[src/rtl/mdio_slave.sv]
// Clause 22 MDIO responder: oversamples MDC/MDIO, decodes management frames,
// drives read data back on the falling MDC edge and strobes a local register port.
module mdio_slave #(
    parameter logic [4:0] PHY_ADDR     = 5'd1,
    parameter int         PREAMBLE_LEN = 32
) (
    input  logic        clk,
    input  logic        reset,
    input  logic        mdc,
    input  logic        mdio_in,
    output logic        mdio_out,
    output logic        mdio_oe,
    output logic [4:0]  reg_addr,
    output logic [15:0] reg_wdata,
    output logic        reg_we,
    output logic        reg_re,
    input  logic [15:0] reg_rdata,
    output logic        busy,
    output logic        frame_err
);

    localparam logic [5:0] PRE_MAX = 6'(PREAMBLE_LEN);

    typedef enum logic [3:0] {
        IDLE, ST2, OP, PHYAD, REGAD, TA_RD, TA_RD2, RD_DATA, TA_WR, WR_DATA, IGNORE
    } state_t;

    state_t      state, state_next;
    logic        mdc_meta, mdc_sync, mdc_prev, mdio_meta, mdio_sync;
    logic        rise_stb, fall_stb;
    logic [4:0]  bit_cnt, bit_cnt_next;
    logic [5:0]  pre_cnt, pre_cnt_next;
    logic        op_msb, op_msb_next, op_rd, op_rd_next, phy_ok, phy_ok_next;
    logic [4:0]  addr_sh, addr_sh_next;
    logic [15:0] data_sh, data_sh_next;
    logic        rd_load;
    logic [4:0]  reg_addr_next;
    logic [15:0] reg_wdata_next;
    logic        reg_we_next, reg_re_next, busy_next, frame_err_next;
    logic        mdio_out_next, mdio_oe_next;
    logic [4:0]  addr_shifted;
    logic [15:0] data_shifted;

    // Two-flop synchronisers for the asynchronous management pins plus MDC history for edge detect
    always_ff @(posedge clk or posedge reset) begin
        if (reset) begin
            mdc_meta  <= 1'b0;
            mdc_sync  <= 1'b0;
            mdc_prev  <= 1'b0;
            mdio_meta <= 1'b1;
            mdio_sync <= 1'b1;
        end else begin
            mdc_meta  <= mdc;
            mdc_sync  <= mdc_meta;
            mdc_prev  <= mdc_sync;
            mdio_meta <= mdio_in;
            mdio_sync <= mdio_meta;
        end
    end

    assign rise_stb     = mdc_sync & ~mdc_prev;
    assign fall_stb     = ~mdc_sync & mdc_prev;
    assign addr_shifted = {addr_sh[3:0], mdio_sync};
    assign data_shifted = {data_sh[14:0], mdio_sync};

    // State and frame registers; read data is captured the cycle after the read strobe
    always_ff @(posedge clk or posedge reset) begin
        if (reset) begin
            state     <= IDLE;
            bit_cnt   <= '0;
            pre_cnt   <= '0;
            op_msb    <= 1'b0;
            op_rd     <= 1'b0;
            phy_ok    <= 1'b0;
            addr_sh   <= '0;
            data_sh   <= '0;
            rd_load   <= 1'b0;
            reg_addr  <= '0;
            reg_wdata <= '0;
            reg_we    <= 1'b0;
            reg_re    <= 1'b0;
            busy      <= 1'b0;
            frame_err <= 1'b0;
            mdio_out  <= 1'b0;
            mdio_oe   <= 1'b0;
        end else begin
            state     <= state_next;
            bit_cnt   <= bit_cnt_next;
            pre_cnt   <= pre_cnt_next;
            op_msb    <= op_msb_next;
            op_rd     <= op_rd_next;
            phy_ok    <= phy_ok_next;
            addr_sh   <= addr_sh_next;
            data_sh   <= data_sh_next;
            rd_load   <= reg_re;
            reg_addr  <= reg_addr_next;
            reg_wdata <= reg_wdata_next;
            reg_we    <= reg_we_next;
            reg_re    <= reg_re_next;
            busy      <= busy_next;
            frame_err <= frame_err_next;
            mdio_out  <= mdio_out_next;
            mdio_oe   <= mdio_oe_next;
        end
    end

    // Frame decoder: samples on rising MDC, changes the driven line on falling MDC
    always_comb begin
        state_next     = state;
        bit_cnt_next   = bit_cnt;
        pre_cnt_next   = pre_cnt;
        op_msb_next    = op_msb;
        op_rd_next     = op_rd;
        phy_ok_next    = phy_ok;
        addr_sh_next   = addr_sh;
        data_sh_next   = rd_load ? reg_rdata : data_sh;
        reg_addr_next  = reg_addr;
        reg_wdata_next = reg_wdata;
        reg_we_next    = 1'b0;
        reg_re_next    = 1'b0;
        busy_next      = busy;
        frame_err_next = 1'b0;
        mdio_out_next  = mdio_out;
        mdio_oe_next   = mdio_oe;

        case (state)
            IDLE: if (rise_stb) begin
                if (mdio_sync) begin
                    if (pre_cnt != PRE_MAX) pre_cnt_next = pre_cnt + 6'd1;
                end else if (pre_cnt == PRE_MAX) begin
                    state_next   = ST2;
                    busy_next    = 1'b1;
                    pre_cnt_next = '0;
                end else begin
                    pre_cnt_next = '0;
                end
            end
            ST2: if (rise_stb) begin
                if (mdio_sync) begin
                    state_next   = OP;
                    bit_cnt_next = '0;
                end else begin
                    state_next     = IDLE;
                    busy_next      = 1'b0;
                    frame_err_next = 1'b1;
                end
            end
            OP: if (rise_stb) begin
                if (bit_cnt == 5'd0) begin
                    op_msb_next  = mdio_sync;
                    bit_cnt_next = 5'd1;
                end else begin
                    bit_cnt_next = '0;
                    case ({op_msb, mdio_sync})
                        2'b10: begin op_rd_next = 1'b1; state_next = PHYAD; end
                        2'b01: begin op_rd_next = 1'b0; state_next = PHYAD; end
                        default: begin
                            state_next     = IDLE;
                            busy_next      = 1'b0;
                            frame_err_next = 1'b1;
                        end
                    endcase
                end
            end
            PHYAD: if (rise_stb) begin
                addr_sh_next = addr_shifted;
                if (bit_cnt == 5'd4) begin
                    phy_ok_next  = (addr_shifted == PHY_ADDR);
                    bit_cnt_next = '0;
                    state_next   = REGAD;
                end else begin
                    bit_cnt_next = bit_cnt + 5'd1;
                end
            end
            REGAD: if (rise_stb) begin
                addr_sh_next = addr_shifted;
                if (bit_cnt == 5'd4) begin
                    reg_addr_next = addr_shifted;
                    bit_cnt_next  = '0;
                    if (!phy_ok) begin
                        state_next = IGNORE;
                    end else if (op_rd) begin
                        reg_re_next = 1'b1;
                        state_next  = TA_RD;
                    end else begin
                        state_next = TA_WR;
                    end
                end else begin
                    bit_cnt_next = bit_cnt + 5'd1;
                end
            end
            IGNORE: if (rise_stb) begin
                if (bit_cnt == 5'd17) begin
                    bit_cnt_next = '0;
                    busy_next    = 1'b0;
                    state_next   = IDLE;
                end else begin
                    bit_cnt_next = bit_cnt + 5'd1;
                end
            end
            TA_RD: if (rise_stb) state_next = TA_RD2;
            TA_RD2: if (fall_stb) begin
                mdio_oe_next  = 1'b1;
                mdio_out_next = 1'b0;
                bit_cnt_next  = '0;
                state_next    = RD_DATA;
            end
            RD_DATA: if (fall_stb) begin
                if (bit_cnt == 5'd16) begin
                    mdio_oe_next  = 1'b0;
                    mdio_out_next = 1'b0;
                    busy_next     = 1'b0;
                    bit_cnt_next  = '0;
                    state_next    = IDLE;
                end else begin
                    mdio_out_next = data_sh[15];
                    data_sh_next  = {data_sh[14:0], 1'b0};
                    bit_cnt_next  = bit_cnt + 5'd1;
                end
            end
            TA_WR: if (rise_stb) begin
                if (bit_cnt == 5'd0) begin
                    bit_cnt_next = 5'd1;
                end else if (mdio_sync) begin
                    bit_cnt_next   = '0;
                    busy_next      = 1'b0;
                    frame_err_next = 1'b1;
                    state_next     = IDLE;
                end else begin
                    bit_cnt_next = '0;
                    state_next   = WR_DATA;
                end
            end
            WR_DATA: if (rise_stb) begin
                data_sh_next = data_shifted;
                if (bit_cnt == 5'd15) begin
                    reg_wdata_next = data_shifted;
                    reg_we_next    = 1'b1;
                    busy_next      = 1'b0;
                    bit_cnt_next   = '0;
                    state_next     = IDLE;
                end else begin
                    bit_cnt_next = bit_cnt + 5'd1;
                end
            end
            default: state_next = IDLE;
        endcase
    end

endmodule

[config.mk]
export PLATFORM = sky130hd
export DESIGN_NAME = mdio_slave
export DESIGN_NICKNAME = d
export VERILOG_FILES = /design/src/rtl/mdio_slave.sv
export SDC_FILE = /design/constraint.sdc
export NUM_CORES = 1
export LEC_CHECK = 0
export BUFFER_PORTS_ARGS = -buffer_cell sky130_fd_sc_hd__buf_2
export CAP_MARGIN = 10
export CORE_MARGIN = 2
export CORE_UTILIZATION = 40
export DETAILED_ROUTE_END_ITERATION = 10
export GPL_TIMING_DRIVEN = 1
export PLACE_DENSITY_LB_ADDON = 0.3
export RECOVER_POWER = 100
export SYNTH_ARGS = -nofsm -noshare
export SYNTH_HDL_FRONTEND = slang
export SYNTH_SLANG_ARGS = --single-unit
[constraint.sdc]
create_clock -name clk -period 2.7 [get_ports clk]
set_input_delay 0.27 -clock clk [delete_from_list [all_inputs] [get_ports clk]]
set_output_delay 0.27 -clock clk [all_outputs]
set_load 0.01 [all_outputs]
==> metrics.txt, run 1 <==
Post-Syn Area per Cell=around 11 µm²; vias per cell=approximately 5.5; final setup vio count=0; # DRC=0; post-synthesis async set-or-reset flop share=1.00; post-synthesis mux area share=0.136; IO buf count=46; CP endpoint kind=flop; max-cap violations=0; Slew Limit Headroom=0.189; first-pass GRT wire length=12900 µm; worst hold path type=input port to flop; setup tns final=0 ns; CP Max Fanout=20; r2r endpoint=reg_wdata[15]; Routed WL=roughly 7700 µm; Pleak=1.76 nW; post_cts resized=0; largest net degree at the start of global routing=33; Routed wire per std cell=about 15 µm; most common cell after layout, fill and taps aside=dfrtp_1; CTS tree=done; synthesis-stage register bit count=71; CP Class=flop to flop; Root Buffer=clkbuf_8; std cell rows=34; status=finished, final reports clean; fillcell total=825; GRT Total Usage=0.165; reg2reg start=state[2]; number of top-level pins=47; CP Data Arrival Time=roughly 2.7 ns; share of layout cells above drive strength 1=0.190; final period utilization=0.910; YS warnings=0; synthesized-area fraction occupied by adder cells=0.0279; fin. max-slew vios=0; CP Cell Sequence=inv_1 -> nand4_1 -> nor2_1 -> nand2_1 -> clkbuf_2 -> mux2_2; Mapped Area=roughly 3600 µm²; flop2flop setup slack=roughly 0.24 ns; TritonRoute pass-1 iters=4; nets=412; Clk Latency, worst-skew pair=0.36 ns; post-layout min period=roughly 2.5 ns; final cell count without fillers=around 500; Max Freq=slightly above 400 MHz; initial antenna violation count=0; post-DP HPWL=5410 µm; # diodes=0; CORE AREA=8720 µm²; most frequent cells in the layout=dfrtp_1, nor2_1, clkbuf_1; worst-margin pin slew=approximately 1.2 ns; count of flip-flops with a built-in enable after synthesis=0; synth unique cells=a little over 60; clk slew on worst S/H paths=approximately 0.09 ns; Starting DRT DRC Count=161; WHS Path Cells=1; post-synthesis compound-gate area fraction=0.143; number of H-tree levels=3; Hold Crit Start=mdc; Crit path required time=2.93 ns; RSZ-0062 raised after global routing=no; Post-Synthesis Cells=~340; # placed instances=roughly 480; die width=between 90 and 100 µm; Final ANT Viol Nets=0; gp weighted congestion=~0.86; register area share after synthesis=0.496; DR vias=about 2700; clock net sink count=71; slowest cell on the critical path=dfrtp_1; Synthesized Nets=between 300 and 400; clk buf depth=2; hold path endpoint=mdc_meta; synth-to-layout area growth=13.7%; Initial Utilization=0.412; total gr overflow=0; main combinational cell family by area after synthesis=simple AND/OR/NAND/NOR gates; top post-synthesis cells by area=dfrtp_1, mux2_2, mux2i_1, a21oi_1, nor2_1; largest area contributor in the netlist=dfrtp_1; chip height=approximately 100 µm; vias in the first global route=2653; peak supply drop=a little over 0.3 mV; slowest stage delay, CP=around 0.73 ns; Pwr per Cell Area=518 nW/µm²; startpoint class of the critical path=flop; Top FF cell, synth=dfrtp_1; cts bufs inserted=9; Worst R2R Path Depth=6; Post-Synth XOR/XNOR Area=0.00244; Simple-Gate Fraction of Synth Area=0.153; area of the die=slightly below 10000 µm²; share of the synthesized area in the top cell type=0.481; skew final=roughly 0.014 ns; final hold vios=0
[per-stage QoR]
stage / total power [W] / cell area (µm²) / utilization / setup slack (ns) / hold WS, ns
final: 0.00212 / 4080 / 0.468 / 0.244 / 0.0169
after global routing: 0.00222 / 4080 / 0.468 / 0.0778 / 0.00861
after CTS: 0.00215 / 4130 / 0.474 / 0.309 / 0.00384
after detailed placement: 0.00133 / 3930 / 0.450 / 0.320 / 0.285
after global placement: 0.00133 / 3930 / 0.450 / 0.461 / 0.278
after floorplan: 0.00127 / 3590 / - / 0.585 / 0.274
[synth_stat cells, types with 4 or more instances]
cell,count
o21ai_0,8
mux2_2,23
nand3_1,5
nor4b_1,4
o21ai_1,4
mux2i_1,15
nor2b_1,4
a21o_1,4
nor3_1,7
nor2_1,32
mux2_1,7
ha_1,8
nand2b_1,7
a21oi_1,25
nor4_1,5
clkbuf_1,9
a22o_1,7
dfrtp_1,69
buf_2,7
inv_1,12
nand2_1,18
[cells by family (layout without fill, tap and decap cells)]
family	count (synthesis)	after routing
simple gates	102	102
compound gates	75	75
flops	71	71
mux	45	45
buf+inv	34	87
fa+ha+maj	8	8
xor+xnor	1	1
[worst max-delay path: cells and delay by family, from the launching register on]
family | cells | cell delay (ns)
and+or+nand+nor | 3 | 0.47
DFF | 1 | 0.73
muxes | 1 | 0.39
buffers and inverters | 2 | 0.74
[per-layer routing]
| metal | vias to the layer above | GRT usage | part of all wire |
|---|---|---|---|
| li1 | 1310 | - | - |
| met1 | 1339 | 0.225 | 0.46 |
| met2 | 68 | 0.259 | 0.48 |
| met3 | 12 | 0.0362 | 0.038 |
| met4 | 0 | 0.0632 | 0.018 |
| met5 | - | 0 | 0 |
[state kept, by name (all words and copies together) (netlist names)]
register   cells
addr_sh        4
bit_cnt        5
busy           1
data_sh       16
frame_err      1
mdc_meta       1
mdc_prev       1
mdc_sync       1
mdio_meta      1
mdio_oe        1
mdio_out       1
mdio_sync      1
op_msb         1
op_rd          1
phy_ok         1
pre_cnt        6
rd_load        1
reg_addr       5
reg_re         1
reg_wdata     16
reg_we         1
state          4
[cell type report]
cell class | count | area, µm² | share of cell area
Clock buffer | 9 | 124 | 0.0303
Clock inverter | 7 | 60.1 | 0.0147
Inverter | 13 | 48.8 | 0.0120
Multi-Input combinational cell | 231 | 1660 | 0.405
Sequential cell | 71 | 1780 | 0.436
Tap cell | 108 | 135 | 0.0331
Timing Repair Buffer | 58 | 280 | 0.0686
[power by group]
part,switching (W),internal [W]
combinational,0.0000941,0.0000796
clock,0.000458,0.000349
sequential,0.0000414,0.00109
total,0.000594,0.00152
[how the worst max path moves through the flow]
stage	slack, ns	cells after the start	to	from
5_1_grt	0.08	8	state[0]	bit_cnt[0]
3_5_place_dp	0.32	8	state[0]	bit_cnt[0]
4_1_cts	0.31	8	state[0]	bit_cnt[0]
2_1_floorplan	0.59	8	state[0]	bit_cnt[0]
3_3_place_gp	0.46	8	state[0]	bit_cnt[0]
6_report	0.24	6	reg_wdata[15]	state[2]
[repair_timing]
action                                 in CTS  in global routing
buffers inserted                            0                  0
endpoints found under the hold margin      18                  0
hold buffers                                2                  0
Power figures use the tool's default switching activity.
==> inputs of run 2 (changes only) <==
--- a/config.mk
+++ b/config.mk
@@ -5,11 +5,11 @@
 export SDC_FILE = /design/constraint.sdc
 export NUM_CORES = 1
 export LEC_CHECK = 0
-export BUFFER_PORTS_ARGS = -buffer_cell sky130_fd_sc_hd__buf_2
 export CAP_MARGIN = 10
 export CORE_MARGIN = 2
 export CORE_UTILIZATION = 40
 export DETAILED_ROUTE_END_ITERATION = 10
+export DONT_BUFFER_PORTS = 1
 export GPL_TIMING_DRIVEN = 1
 export PLACE_DENSITY_LB_ADDON = 0.3
 export RECOVER_POWER = 100
==> run 2 against run 1 <==
Clock skew fell by 0.0074 ns. Core utilization fell by 2.0 points. Critical path depth did not move. Combinational power fell by 11%. Clock power rose by 6.8%. Hold slack improved by 0.13 ns. Register-to-register slack improved by 0.05 ns. Fmax rose by 1.9%. Clock-buffer cell count rose by 2. First-iteration DRC count rose by 50%. Sequential power barely moved. Die area did not move.
==> metrics.txt, run 2 (same netlist as run 1, synthesis figures left out) <==
first-pass GRT wire length=12600 µm (was 12900 µm); sequential cell area=1780 µm² (unchanged); cts bufs inserted=9 (unchanged); status=finished, final reports clean (unchanged); CORE AREA=8720 µm² (unchanged); final period utilization=0.893 (was 0.910); vias per cell=5.56 (was 5.49); largest net degree at the start of global routing=46 (was 33); Max Freq=415 MHz (was 407 MHz); flop2flop setup slack=0.29 ns (was 0.24 ns); nets=366 (was 412); DR vias=2509 (was 2729); worst hold path type=input port to flop (unchanged); post-DP HPWL=4970 µm (was 5410 µm); CP Data Arrival Time=2.64 ns (was 2.69 ns); r2r endpoint=bit_cnt[2] (was reg_wdata[15]); clk slew on worst S/H paths=0.07 ns (was 0.09 ns); number of H-tree levels=3 (unchanged); gp weighted congestion=0.866 (was 0.862); Final ANT Viol Nets=0 (unchanged); most frequent cells in the layout=dfrtp_1, nor2_1, a21oi_1 (was dfrtp_1, nor2_1, clkbuf_1); Critical path buffers and inverters=1 (was 2); Pleak=1.67 nW (was 1.76 nW); hold path endpoint=data_sh[14] (was mdc_meta); worst-margin pin slew=1.07 ns (was 1.22 ns); CTS tree=done (unchanged); Worst R2R Path Depth=6 (unchanged); # DRC=0 (unchanged); IO buf count=0 (was 46); area of the die=9750 µm² (unchanged); final hold vios=0 (unchanged); Root Buffer=clkbuf_8 (unchanged); family with the most delay on the worst path=flip-flops (was buffers and inverters); clock net sink count=71 (unchanged); Clk Latency, worst-skew pair=0.33 ns (was 0.36 ns); slowest cell on the critical path=dfstp_1 (was dfrtp_1); Initial Utilization=0.412 (unchanged); reg2reg start=mdio_sync (was state[2]); Crit path required time=2.93 ns (about the same); skew final=0.00649 ns (was 0.0139 ns); Pwr per Cell Area=552 nW/µm² (was 518 nW/µm²); CP endpoint kind=flop (unchanged); share of layout cells above drive strength 1=0.155 (was 0.190); TritonRoute pass-1 iters=4 (unchanged); CP Max Fanout=22 (was 20); # placed instances=432 (was 479); Routed WL=7290 µm (was 7690 µm); chip height=98.7 µm (unchanged); number of top-level pins=47 (unchanged); most common cell after layout, fill and taps aside=dfrtp_1 (unchanged); post_cts resized=0 (unchanged); CP Cell Sequence=nand2_1 -> a221oi_1 -> o32ai_1 -> clkbuf_1 -> o21bai_1 -> a22o_1 (was inv_1 -> nand4_1 -> nor2_1 -> nand2_1 -> clkbuf_2 -> mux2_2); total gr overflow=0 (unchanged); startpoint class of the critical path=flop (unchanged); die width=98.7 µm (unchanged); Routed wire per std cell=16.2 µm (was 15.5 µm); peak supply drop=0.372 mV (was 0.311 mV); std cell rows=34 (unchanged); RSZ-0062 raised after global routing=no (unchanged); final setup vio count=0 (unchanged); post-layout min period=2.41 ns (was 2.46 ns); synth-to-layout area growth=8.78% (was 13.7%); slowest stage delay, CP=1.05 ns (was 0.73 ns); setup tns final=0 ns (unchanged); CP Class=flop to flop (unchanged); # diodes=0 (unchanged); GRT Total Usage=0.160 (was 0.165); clk buf depth=2 (unchanged); footprint of the multi-input gates=1650 µm² (was 1660 µm²); vias in the first global route=2506 (was 2653); max-cap violations=0 (unchanged); initial antenna violation count=0 (unchanged); Slew Limit Headroom=0.284 (was 0.189); Hold Crit Start=reg_rdata[14] (was mdc); fillcell total=817 (was 825); Starting DRT DRC Count=242 (was 161); biggest regs=data_sh: 16 flops, reg_wdata: 16 flops, pre_cnt: 6 flops (unchanged); WHS Path Cells=2 (was 1); final cell count without fillers=451 (was 497); fin. max-slew vios=0 (unchanged)
## run 2: how the worst max path moves through the flow
stage	start	end	slack (ns)	depth (start not counted)
floorplan	bit_cnt[0]	state[0]	0.59	8
global route	reset	data_sh[7]	0.03	3
CTS	bit_cnt[0]	state[0]	0.31	8
global placement	bit_cnt[0]	state[0]	0.41	8
detailed placement	bit_cnt[0]	state[0]	0.35	8
finish	mdio_sync	bit_cnt[2]	0.29	6
## run 2: final cells by class
| type | instances | share of cell area |
|---|---|---|
| repair buffers | 12 | 0.0221 |
| well taps | 108 | 0.0346 |
| clock buffers | 11 | 0.0388 |
| multi-input cells | 231 | 0.422 |
| clock inverters | 5 | 0.0144 |
| flip-flops and latches | 71 | 0.456 |
| inverters | 13 | 0.0125 |
## run 2: report_power, final
part | total [W] | internal, W | switching [W]
Clock | 0.000862 | 0.000475 | 0.000387
Sequential | 0.00114 | 0.00109 | 0.0000446
Combinational | 0.000154 | 0.0000700 | 0.0000844
## run 2: worst reg2reg max path, cell delays in order (launching register included)
cell and delay (ns):
dfstp_1 1.05, nand2_1 0.16, a221oi_1 0.30, o32ai_1 0.14, clkbuf_1 0.23, o21bai_1 0.21, a22o_1 0.22
## run 2: repair_timing
action                                 in CTS  in global routing
setup buffers                               0                  0
hold buffers                                3                  0
endpoints found under the hold margin      26                  0
## run 2: through the flow
step           hold WS [ns]  power [W]  worst slack, ns  area, µm²  utilization
6_report              0.150    0.00215            0.289       3910        0.448
5_1_grt               0.152    0.00226           0.0291       3910        0.448
4_1_cts               0.128    0.00220            0.308       3940        0.452
3_5_place_dp          0.256    0.00132            0.346       3700        0.425
3_3_place_gp          0.251    0.00131            0.412       3700        0.425
2_1_floorplan         0.274    0.00127            0.585       3590            -
## run 2: layer usage
layer	GRT usage	part of all wire
met2	0.250	0.48
met4	0.0474	0.0093
met3	0.0355	0.036
met5	0	0
met1	0.224	0.47
